<file path="config.mk">
export PLATFORM = sky130hd
export DESIGN_NAME = camera_capture_ctrl_flat
export DESIGN_NICKNAME = d
export VERILOG_FILES = /design/src/rtl/camera_capture_ctrl_if.sv /design/src/rtl/camera_capture_ctrl.sv /design/src/flat_wrapper.sv
export SDC_FILE = /design/constraint.sdc
export NUM_CORES = 1
export LEC_CHECK = 0
export CORE_ASPECT_RATIO = 2
export CORE_MARGIN = 2
export CORE_UTILIZATION = 45
export CTS_CLUSTER_DIAMETER = 60
export DETAILED_ROUTE_END_ITERATION = 10
export PLACE_DENSITY = 0.86
export SKIP_LAST_GASP = 1
export SYNTH_ARGS = -nofsm -noshare
export SYNTH_HDL_FRONTEND = slang
export SYNTH_SLANG_ARGS = --single-unit
</file>
<file path="constraint.sdc">
create_clock -name clk -period 2 [get_ports clk]
set_input_delay 0.6 -clock clk [delete_from_list [all_inputs] [get_ports clk]]
set_output_delay 0.6 -clock clk [all_outputs]
set_load 0.05 [all_outputs]
</file>
<file path="src/rtl/camera_capture_ctrl_if.sv">
// Bus bundle for the camera capture sequencer: Avalon-MM register port,
// synchronized camera pixel stream and the linear frame-buffer write port.
interface camera_capture_ctrl_if #(
    parameter int ADDR_W = 17
);
    logic [1:0]        address;
    logic              write;
    logic [31:0]       writedata;
    logic [31:0]       readdata;
    logic              irq;

    logic              cam_vsync;
    logic              cam_href;
    logic              cam_pvalid;
    logic [11:0]       cam_data;

    logic              fb_wr_en;
    logic [ADDR_W-1:0] fb_wr_addr;
    logic [11:0]       fb_wr_data;

    modport slave (
        input  address, write, writedata,
        input  cam_vsync, cam_href, cam_pvalid, cam_data,
        output readdata, irq,
        output fb_wr_en, fb_wr_addr, fb_wr_data
    );

    modport master (
        output address, write, writedata,
        output cam_vsync, cam_href, cam_pvalid, cam_data,
        input  readdata, irq,
        input  fb_wr_en, fb_wr_addr, fb_wr_data
    );
endinterface

</file>
<file path="src/rtl/camera_capture_ctrl.sv">
// Frame-capture sequencer: arms on a CPU command, aligns to vsync, streams
// valid pixels to a linear frame buffer and reports status over Avalon-MM.
module camera_capture_ctrl #(
    parameter int ADDR_W  = 17,
    parameter int MAX_PIX = 76800
) (
    input  logic                 clk,
    input  logic                 reset_n,
    camera_capture_ctrl_if.slave bus
);
    localparam int               CNT_W     = ADDR_W + 1;
    localparam logic [CNT_W-1:0] MAX_PIX_C = CNT_W'(MAX_PIX);
    localparam logic [15:0]      LINE_MAX  = 16'hFFFF;

    typedef enum logic [1:0] {
        IDLE    = 2'd0,
        ARMED   = 2'd1,
        SYNC    = 2'd2,
        CAPTURE = 2'd3
    } state_t;

    state_t            state_reg, state_next;
    logic              cont_reg, cont_next;
    logic              irq_en_reg, irq_en_next;
    logic              done_reg, done_next;
    logic              ovf_reg, ovf_next;
    logic [CNT_W-1:0]  pix_cnt_reg, pix_cnt_next;
    logic [15:0]       line_cnt_reg, line_cnt_next;
    logic [CNT_W-1:0]  pixcnt_reg, pixcnt_next;
    logic [15:0]       linecnt_reg, linecnt_next;
    logic              vs_q_reg, hr_q_reg;
    logic [31:0]       readdata_reg, readdata_next;
    logic              irq_reg;
    logic              fb_wr_en_reg, fb_wr_en_next;
    logic [ADDR_W-1:0] fb_wr_addr_reg, fb_wr_addr_next;
    logic [11:0]       fb_wr_data_reg, fb_wr_data_next;

    logic ctrl_wr, status_wr, start_cmd, abort_cmd;
    logic vs_rise, vs_fall, hr_fall, pix_sample, busy;
    logic unused_writedata;

    assign ctrl_wr    = bus.write && (bus.address == 2'd0);
    assign status_wr  = bus.write && (bus.address == 2'd1);
    // ABORT dominates START when both arrive in one write.
    assign abort_cmd  = ctrl_wr && bus.writedata[2];
    assign start_cmd  = ctrl_wr && bus.writedata[0] && !bus.writedata[2];

    assign vs_rise    = bus.cam_vsync && !vs_q_reg;
    assign vs_fall    = !bus.cam_vsync && vs_q_reg;
    assign hr_fall    = !bus.cam_href && hr_q_reg;
    assign pix_sample = bus.cam_href && bus.cam_pvalid && !bus.cam_vsync;
    assign busy       = (state_reg != IDLE);

    assign unused_writedata = ^bus.writedata[31:4];

    always_comb begin
        state_next      = state_reg;
        cont_next       = cont_reg;
        irq_en_next     = irq_en_reg;
        done_next       = done_reg;
        ovf_next        = ovf_reg;
        pix_cnt_next    = pix_cnt_reg;
        line_cnt_next   = line_cnt_reg;
        pixcnt_next     = pixcnt_reg;
        linecnt_next    = linecnt_reg;
        fb_wr_en_next   = 1'b0;
        fb_wr_addr_next = fb_wr_addr_reg;
        fb_wr_data_next = fb_wr_data_reg;

        if (ctrl_wr) begin
            cont_next   = bus.writedata[1];
            irq_en_next = bus.writedata[3];
        end

        // W1C is applied before any set below so a same-cycle set wins.
        if (status_wr) begin
            if (bus.writedata[1]) done_next = 1'b0;
            if (bus.writedata[2]) ovf_next  = 1'b0;
        end

        case (state_reg)
            IDLE: begin
                if (start_cmd) begin
                    state_next = ARMED;
                    done_next  = 1'b0;
                    ovf_next   = 1'b0;
                end
            end
            ARMED: begin
                // Waiting for a fresh frame start avoids a partial frame.
                if (vs_rise) state_next = SYNC;
            end
            SYNC: begin
                if (vs_fall) begin
                    state_next    = CAPTURE;
                    pix_cnt_next  = '0;
                    line_cnt_next = '0;
                end
            end
            CAPTURE: begin
                if (pix_sample) begin
                    if (pix_cnt_reg < MAX_PIX_C) begin
                        fb_wr_en_next   = 1'b1;
                        fb_wr_addr_next = pix_cnt_reg[ADDR_W-1:0];
                        fb_wr_data_next = bus.cam_data;
                        pix_cnt_next    = pix_cnt_reg + 1'b1;
                    end else begin
                        ovf_next = 1'b1;
                    end
                end
                if (hr_fall && (line_cnt_reg != LINE_MAX)) begin
                    line_cnt_next = line_cnt_reg + 1'b1;
                end
                if (vs_rise && !abort_cmd) begin
                    pixcnt_next  = pix_cnt_next;
                    linecnt_next = line_cnt_next;
                    done_next    = 1'b1;
                    // In continuous mode the next frame is already in blanking.
                    state_next   = cont_reg ? SYNC : IDLE;
                end
            end
            default: state_next = IDLE;
        endcase

        if (abort_cmd) state_next = IDLE;
    end

    always_comb begin
        readdata_next = 32'd0;
        case (bus.address)
            2'd0: readdata_next = {28'd0, irq_en_reg, 1'b0, cont_reg, 1'b0};
            2'd1: readdata_next = {26'd0, 2'(state_reg), 1'b0, ovf_reg, done_reg, busy};
            2'd2: readdata_next = 32'(pixcnt_reg);
            2'd3: readdata_next = {16'd0, linecnt_reg};
            default: readdata_next = 32'd0;
        endcase
    end

    always_ff @(posedge clk) begin
        if (!reset_n) begin
            state_reg      <= IDLE;
            cont_reg       <= 1'b0;
            irq_en_reg     <= 1'b0;
            done_reg       <= 1'b0;
            ovf_reg        <= 1'b0;
            pix_cnt_reg    <= '0;
            line_cnt_reg   <= '0;
            pixcnt_reg     <= '0;
            linecnt_reg    <= '0;
            vs_q_reg       <= 1'b0;
            hr_q_reg       <= 1'b0;
            readdata_reg   <= 32'd0;
            irq_reg        <= 1'b0;
            fb_wr_en_reg   <= 1'b0;
            fb_wr_addr_reg <= '0;
            fb_wr_data_reg <= '0;
        end else begin
            state_reg      <= state_next;
            cont_reg       <= cont_next;
            irq_en_reg     <= irq_en_next;
            done_reg       <= done_next;
            ovf_reg        <= ovf_next;
            pix_cnt_reg    <= pix_cnt_next;
            line_cnt_reg   <= line_cnt_next;
            pixcnt_reg     <= pixcnt_next;
            linecnt_reg    <= linecnt_next;
            vs_q_reg       <= bus.cam_vsync;
            hr_q_reg       <= bus.cam_href;
            readdata_reg   <= readdata_next;
            irq_reg        <= done_reg & irq_en_reg;
            fb_wr_en_reg   <= fb_wr_en_next;
            fb_wr_addr_reg <= fb_wr_addr_next;
            fb_wr_data_reg <= fb_wr_data_next;
        end
    end

    assign bus.readdata   = readdata_reg;
    assign bus.irq        = irq_reg;
    assign bus.fb_wr_en   = fb_wr_en_reg;
    assign bus.fb_wr_addr = fb_wr_addr_reg;
    assign bus.fb_wr_data = fb_wr_data_reg;
endmodule
</file>
<file path="src/flat_wrapper.sv">
// flat-port wrapper written by rule: the top's interface ports become plain ports
module camera_capture_ctrl_flat 
#(
    parameter int ADDR_W  = 17,
    parameter int MAX_PIX = 76800
)
  (clk, reset_n, bus_address, bus_write, bus_writedata, bus_cam_vsync, bus_cam_href, bus_cam_pvalid, bus_cam_data, bus_readdata, bus_irq, bus_fb_wr_en, bus_fb_wr_addr, bus_fb_wr_data);
  camera_capture_ctrl_if #(.ADDR_W(ADDR_W)) bus_i ();
  input  logic clk;
  input  logic reset_n;
  input wire logic [$bits(bus_i.address)-1:0] bus_address;
  input wire logic [$bits(bus_i.write)-1:0] bus_write;
  input wire logic [$bits(bus_i.writedata)-1:0] bus_writedata;
  input wire logic [$bits(bus_i.cam_vsync)-1:0] bus_cam_vsync;
  input wire logic [$bits(bus_i.cam_href)-1:0] bus_cam_href;
  input wire logic [$bits(bus_i.cam_pvalid)-1:0] bus_cam_pvalid;
  input wire logic [$bits(bus_i.cam_data)-1:0] bus_cam_data;
  output wire logic [$bits(bus_i.readdata)-1:0] bus_readdata;
  output wire logic [$bits(bus_i.irq)-1:0] bus_irq;
  output wire logic [$bits(bus_i.fb_wr_en)-1:0] bus_fb_wr_en;
  output wire logic [$bits(bus_i.fb_wr_addr)-1:0] bus_fb_wr_addr;
  output wire logic [$bits(bus_i.fb_wr_data)-1:0] bus_fb_wr_data;
  assign bus_i.address = bus_address;
  assign bus_i.write = bus_write;
  assign bus_i.writedata = bus_writedata;
  assign bus_i.cam_vsync = bus_cam_vsync;
  assign bus_i.cam_href = bus_cam_href;
  assign bus_i.cam_pvalid = bus_cam_pvalid;
  assign bus_i.cam_data = bus_cam_data;
  assign bus_readdata = bus_i.readdata;
  assign bus_irq = bus_i.irq;
  assign bus_fb_wr_en = bus_i.fb_wr_en;
  assign bus_fb_wr_addr = bus_i.fb_wr_addr;
  assign bus_fb_wr_data = bus_i.fb_wr_data;
  camera_capture_ctrl #(.ADDR_W(ADDR_W), .MAX_PIX(MAX_PIX)) u_core (.clk(clk), .reset_n(reset_n), .bus(bus_i));
endmodule
</file>
# Yosys cells after proc, flatten, opt, wreduce, memory -nomap -nowiden
# Index checks and enable logic that the tools add are counted.
# word_totals
out_inout_bits	63
register_bits	139
# op_classes
n_bitwise	2
eq_ne	11
reduce_logical	27
magnitude_cmp	1
addsub	2
n_mux	26
# op_table
operator	count
case mux 32 bit (4 select lines)	1
2-to-1 mux 18 bit	3
case mux 18 bit (2 select lines)	1
2-to-1 mux 16 bit	2
case mux 16 bit (2 select lines)	1
adder 18 x 1 -> 18 bit (second input constant)	1
< comparator 18 x 17 -> 1 bit (second input constant)	1
adder 16 x 1 -> 16 bit (second input constant)	1
!= test 16 bit (second input constant)	1
logical AND 1 bit	12
2-to-1 mux 1 bit	10
2-to-1 mux 2 bit	5
equality test 2 bit (second input constant)	4
!= test 2 x 1 -> 1 bit (second input constant)	4
case mux 2 bit (4 select lines)	1
AND reduction 3 bit	2
zero test 1 bit	5
equality test 2 x 1 -> 1 bit (second input constant)	2
zero test 2 bit	2
case mux 1 bit (2 select lines)	2
AND reduction 2 bit	2
AND reduction 4 bit	1
nonzero test 2 bit	2
OR reduction 2 bit	1
2 further kinds	2

# Longest topological paths before layout
# logic_depth
ltp_word	7
ltp_mapped	9
ltp_nobuf	7

# Worst setup path after synthesis
# No wires, ideal clock.
# synth_timing
path_type	input to register
from	input port bus_address[0]
to	register u_core.state_reg[1]
arrival_ps	1945
path_slack_ps	-14
setup_time_ps	70
cell_stages	6
required_time_ps	1930
cell_sequence	clkbuf_1 > or3b_4 > o21ai_2 > o221ai_1 > or3_1 > a21oi_1
# synth_between
elab_chain_len	7
# synth_lines
element	line	text
from (decl)	flat_wrapper.sv:11	input wire logic [$bits(bus_i.address)-1:0] bus_address;
zero test 2 bit *	camera_capture_ctrl.sv:42	assign ctrl_wr = bus.write && (bus.address == 2'd0);
logical AND 1 bit *	camera_capture_ctrl.sv:42	
logical AND 1 bit	camera_capture_ctrl.sv:45	assign abort_cmd = ctrl_wr && bus.writedata[2];
zero test 1 bit	camera_capture_ctrl.sv:114	if (vs_rise && !abort_cmd) begin
logical AND 1 bit	camera_capture_ctrl.sv:114	
!= test 2 x 1 -> 1 bit (no source line)	n/a	
AND reduction 4 bit (no source line)	n/a	
to (signal assigned)	camera_capture_ctrl.sv:158	state_reg <= state_next;
to (decl)	camera_capture_ctrl.sv:22	state_t state_reg, state_next;
# Every way passes the cells marked *; elsewhere a longest branch is shown, timed or not.
# A chain may end at the register's enable or synchronous reset.

# Worst setup path in the final report
# layout_timing
from	input port bus_cam_vsync
to	register u_core.pixcnt_reg[2]
# layout_between
elab_chain_len	3
# layout_lines
element	line	text
from (decl)	flat_wrapper.sv:14	input wire logic [$bits(bus_i.cam_vsync)-1:0] bus_cam_vsync;
zero test 1 bit or logical AND 1 bit (tied branches)	camera_capture_ctrl.sv:51, camera_capture_ctrl.sv:48	
logical AND 1 bit (on tied branches)	camera_capture_ctrl.sv:51, camera_capture_ctrl.sv:114	
2-to-1 mux 18 bit or AND reduction 2 bit (tied branches)	n/a	
to (signal assigned)	camera_capture_ctrl.sv:165	pixcnt_reg <= pixcnt_next;
to (decl)	camera_capture_ctrl.sv:29	logic [CNT_W-1:0] pixcnt_reg, pixcnt_next;
# Parallel ways exist; a longest one is shown, timed or not.

==> impl_table.tex <==
\begin{tabular}{lr}
\hline
Metric & Value \\
\hline
\multicolumn{2}{l}{\textbf{Global routing}} \\
Leftover overflow at the end of global routing & 0 \\
Number of global-route vias before repair & 5557 \\
Wire length of the first global-routing pass & 26.0 mm \\
Antenna violations before repair & 0 \\
Overall Global Routing Usage & 25.4\% \\
Maximum number of pins on one net before global-route repair & 46 \\
\multicolumn{2}{l}{\textbf{Synthesis}} \\
Number of enable-type register cells in the synthesized netlist & 0 \\
Synth unique cells & 69 \\
Most used flip-flop cell after synthesis & dfxtp\_1 \\
Share of flip-flops with an asynchronous set or reset after synthesis & 0\% \\
Area contributors post-synth & dfxtp\_1 (45\%), nand2\_1 (6.6\%), a21oi\_1 (6.4\%) \\
Cell area after synthesis & 0.00556 mm² \\
Area fraction of the dominant cell type after synthesis & 45.0\% \\
Synthesis Warnings & 0 \\
Gate Count Post-Synth & 667 \\
Yosys top cell by area & dfxtp\_1 \\
Sequential cell area fraction in the yosys report & 45.0\% \\
Syn\_area\_per\_cell & 8.34 µm² \\
Flip-flop and latch count after synthesis & 125 \\
\multicolumn{2}{l}{\textbf{Drt}} \\
Post-route met1 wirelength & 5.56 mm \\
DRC violation total after the first TritonRoute iteration & 669 \\
Total detailed-routing wirelength & 17.2 mm \\
Per-cell routed wire length & 18.0 µm \\
Highest routed layer & met4 \\
Number of nets still failing antenna checks after routing & 0 \\
Total length of routed met2 wires & 9.16 mm \\
Post-DR vias/cell & 5.98 \\
Routed wl met3 & 1.20 mm \\
Number of design rule violations left after detail routing & 0 \\
Total vias in the final route & 5721 \\
Detailed Routing Iterations Pass 1 & 5 \\
\multicolumn{2}{l}{\textbf{Timing}} \\
Max Freq & 482 MHz \\
Time the worst path needs with I/O delays and setup & 2.07 ns \\
Final max-slew violation count & 0 \\
Final critical-path setup slack & -0.0743 ns \\
Fin crit share & 104\% \\
Number of endpoints failing setup at the final stage & 1 \\
Number of hold violations in the final report & 0 \\
Final Hold Slack & 0.455 ns \\
Largest clock skew in the final design & 0.00674 ns \\
Setup repair after global routing missed its margin & yes \\
\multicolumn{2}{l}{\textbf{Finish}} \\
Final core utilization & 62.1\% \\
Antenna Diode Count & 0 \\
Share of final-layout standard cells stronger than drive strength 1 & 24.7\% \\
Number of nets in the layout & 855 \\
Post-synthesis to final-layout area growth & 35.4\% \\
\multicolumn{2}{l}{\textbf{Floorplanning}} \\
Die span in x & 82.6 µm \\
Die H & 161 µm \\
Starting density of the core & 45.9\% \\
Total die area & 0.0133 mm² \\
Rows & 57 \\
Core outline area & 0.0121 mm² \\
Top-level port count & 115 \\
\multicolumn{2}{l}{\textbf{CTS}} \\
Clock transition at path regs & 0.06 ns \\
Clock Path Buffers & 2 \\
CTS Buf Count & 17 \\
Worst-skew pair later-pin latency & 0.42 ns \\
Hold Buf Count CTS & 0 \\
Clock sink count & 125 \\
TritonCTS clock tree & yes \\
Level count of the clock H-tree & 4 \\
Clock tree root driver cell & clkbuf\_16 \\
\multicolumn{2}{l}{\textbf{Power and ir drop}} \\
Worst vdd rail ir drop & 758 µV \\
Power Density & 778 mW/mm² \\
Static Leakage & 0.00298 µW \\
\multicolumn{2}{l}{\textbf{Critical path}} \\
Critical path capture point type & flop \\
Data required time at the worst endpoint & 2.30 ns \\
Category of the worst setup path launch point & input port \\
Reg2Reg Launch Point & u\_core.state\_reg[1] \\
Crit Path Class & in2reg \\
Data arrival time of the critical path & 2.37 ns \\
CP Max Fanout & 4 \\
Worst setup startpoint & bus\_cam\_vsync \\
\multicolumn{2}{l}{\textbf{Run status}} \\
Status & finished with violations \\
Failing checks & setup timing \\
\multicolumn{2}{l}{\textbf{Min path}} \\
Class of the tightest hold or removal check & reg2reg \\
HP Start & u\_core.bus.fb\_wr\_data[5] \\
\multicolumn{2}{l}{\textbf{Placed design}} \\
Final weighted congestion in routability-driven placement & 0.963 \\
Worst slack at placement & -0.612 ns \\
IO buf count & 72 \\
HPWL after detailed placement & 11.2 mm \\
\multicolumn{2}{l}{\textbf{Flow run}} \\
Maximum capacitance violations & 0 \\
\hline
\end{tabular}
## Yosys cell counts (3+ instances only)
cell	n
dfxtp_1	125
nand2_1	98
a21oi_1	71
nor2_1	55
o21ai_0	45
clkbuf_1	31
buf_4	19
a31oi_1	18
nand3_1	16
mux2i_1	15
inv_1	12
nand2b_1	12
nor3_1	9
nand4_1	8
and3_1	7
or3_1	7
buf_2	6
ha_1	6
nor4_1	6
xnor2_1	6
xor2_1	6
and2_1	5
nand4b_1	5
a21o_1	4
a22oi_1	4
o211ai_1	4
a211oi_1	3
a41oi_1	3
nand3b_1	3
nor2b_1	3
nor3b_1	3
o21a_1	3
o22ai_1	3
## cells by family (layout without fill, tap and decap cells)
family	count (synthesis)	after routing	synth area share, %
DFF	125	125	45.0
AOI/OAI and AO/OA	184	184	19.8
and+or+nand+nor	252	252	22.4
buffers and inverters	70	199	6.16
other	1	14	0.0674
adders and majority gates	6	6	1.35
xor gates and xnor gates	12	12	1.89
muxes	17	17	3.31
## per-layer routing
metal / global-route usage, % / up-vias
li1: - / 2586
met1: 23.8 / 2685
met2: 46.1 / 331
met3: 4.75 / 119
met4: 18.3 / 0
met5: 0 / -
## layout by cell type (no fill, tap or decap), types with 4 or more instances in the layout
master	n
nor4_1	5
clkinv_4	5
clkbuf_16	18
nor2_1	54
buf_12	8
inv_1	12
xnor2_1	6
a21o_1	4
xor2_1	6
and2_1	5
conb_1	14
nand2b_1	11
o21ai_0	45
buf_6	4
a31oi_1	17
or3_1	7
ha_1	5
nand4_1	8
a21oi_1	69
mux2i_1	15
a21oi_2	4
nand4b_1	5
nor3_1	8
buf_4	119
a22oi_1	4
dfxtp_1	124
nand3_1	16
nand2_1	98
o211ai_1	4
clkdlybuf4s50_1	20
and3_1	6
## worst paths after layout
kind                              end  slack (ns)  cells after the start
max              u_core.pixcnt_reg[2]       -0.07                      8
min          u_core.bus.fb_wr_data[5]        0.45                      2
max reg2reg    u_core.pix_cnt_reg[16]        0.01                      6
min reg2reg  u_core.bus.fb_wr_data[5]        0.45                      2
## power breakdown
group	internal (µW)	total, µW	leakage (µW)	switching, µW
logic	174	421	0.00170	247
clock network	1740	2920	0.000268	1190
registers	2500	2520	0.00101	11.2
## cell type report
class | instances | area, µm²
Timing Repair Buffer | 155 | 1360
Multi-Input combinational cell | 485 | 2880
Tap cell | 147 | 184
Clock buffer | 18 | 439
Clock inverter | 13 | 120
Inverter | 13 | 48.8
Fill cell | 948 | 4590
Sequential cell | 125 | 2500
## stage by stage
stage	power [µW]	setup TNS, ns	instances	instance area, µm²
after floorplan	2810	0	680	5620
after global placement	2950	-32.47	919	6800
after detailed placement	2960	-34.78	919	6800
after CTS	5830	0	952	7390
after global routing	5990	-0.944	956	7530
final	5860	-0.0743	956	7530
## worst max-delay path, stage by stage
cell             delay (ns)
clkdlybuf4s50_1        0.41
and3b_2                0.31
buf_4                  0.15
o21a_1                 0.19
buf_4                  0.14
nand3_1                0.11
a21oi_1                0.36
nor2_1                 0.09
## what timing repair did
action,4_1_cts,5_1_grt
setup endpoints to repair,18,41
pin swaps,3,5
cloned,0,1
resized for setup,5,21
setup buffers,2,3
Note: power is estimated with default switching activity, not from simulation.
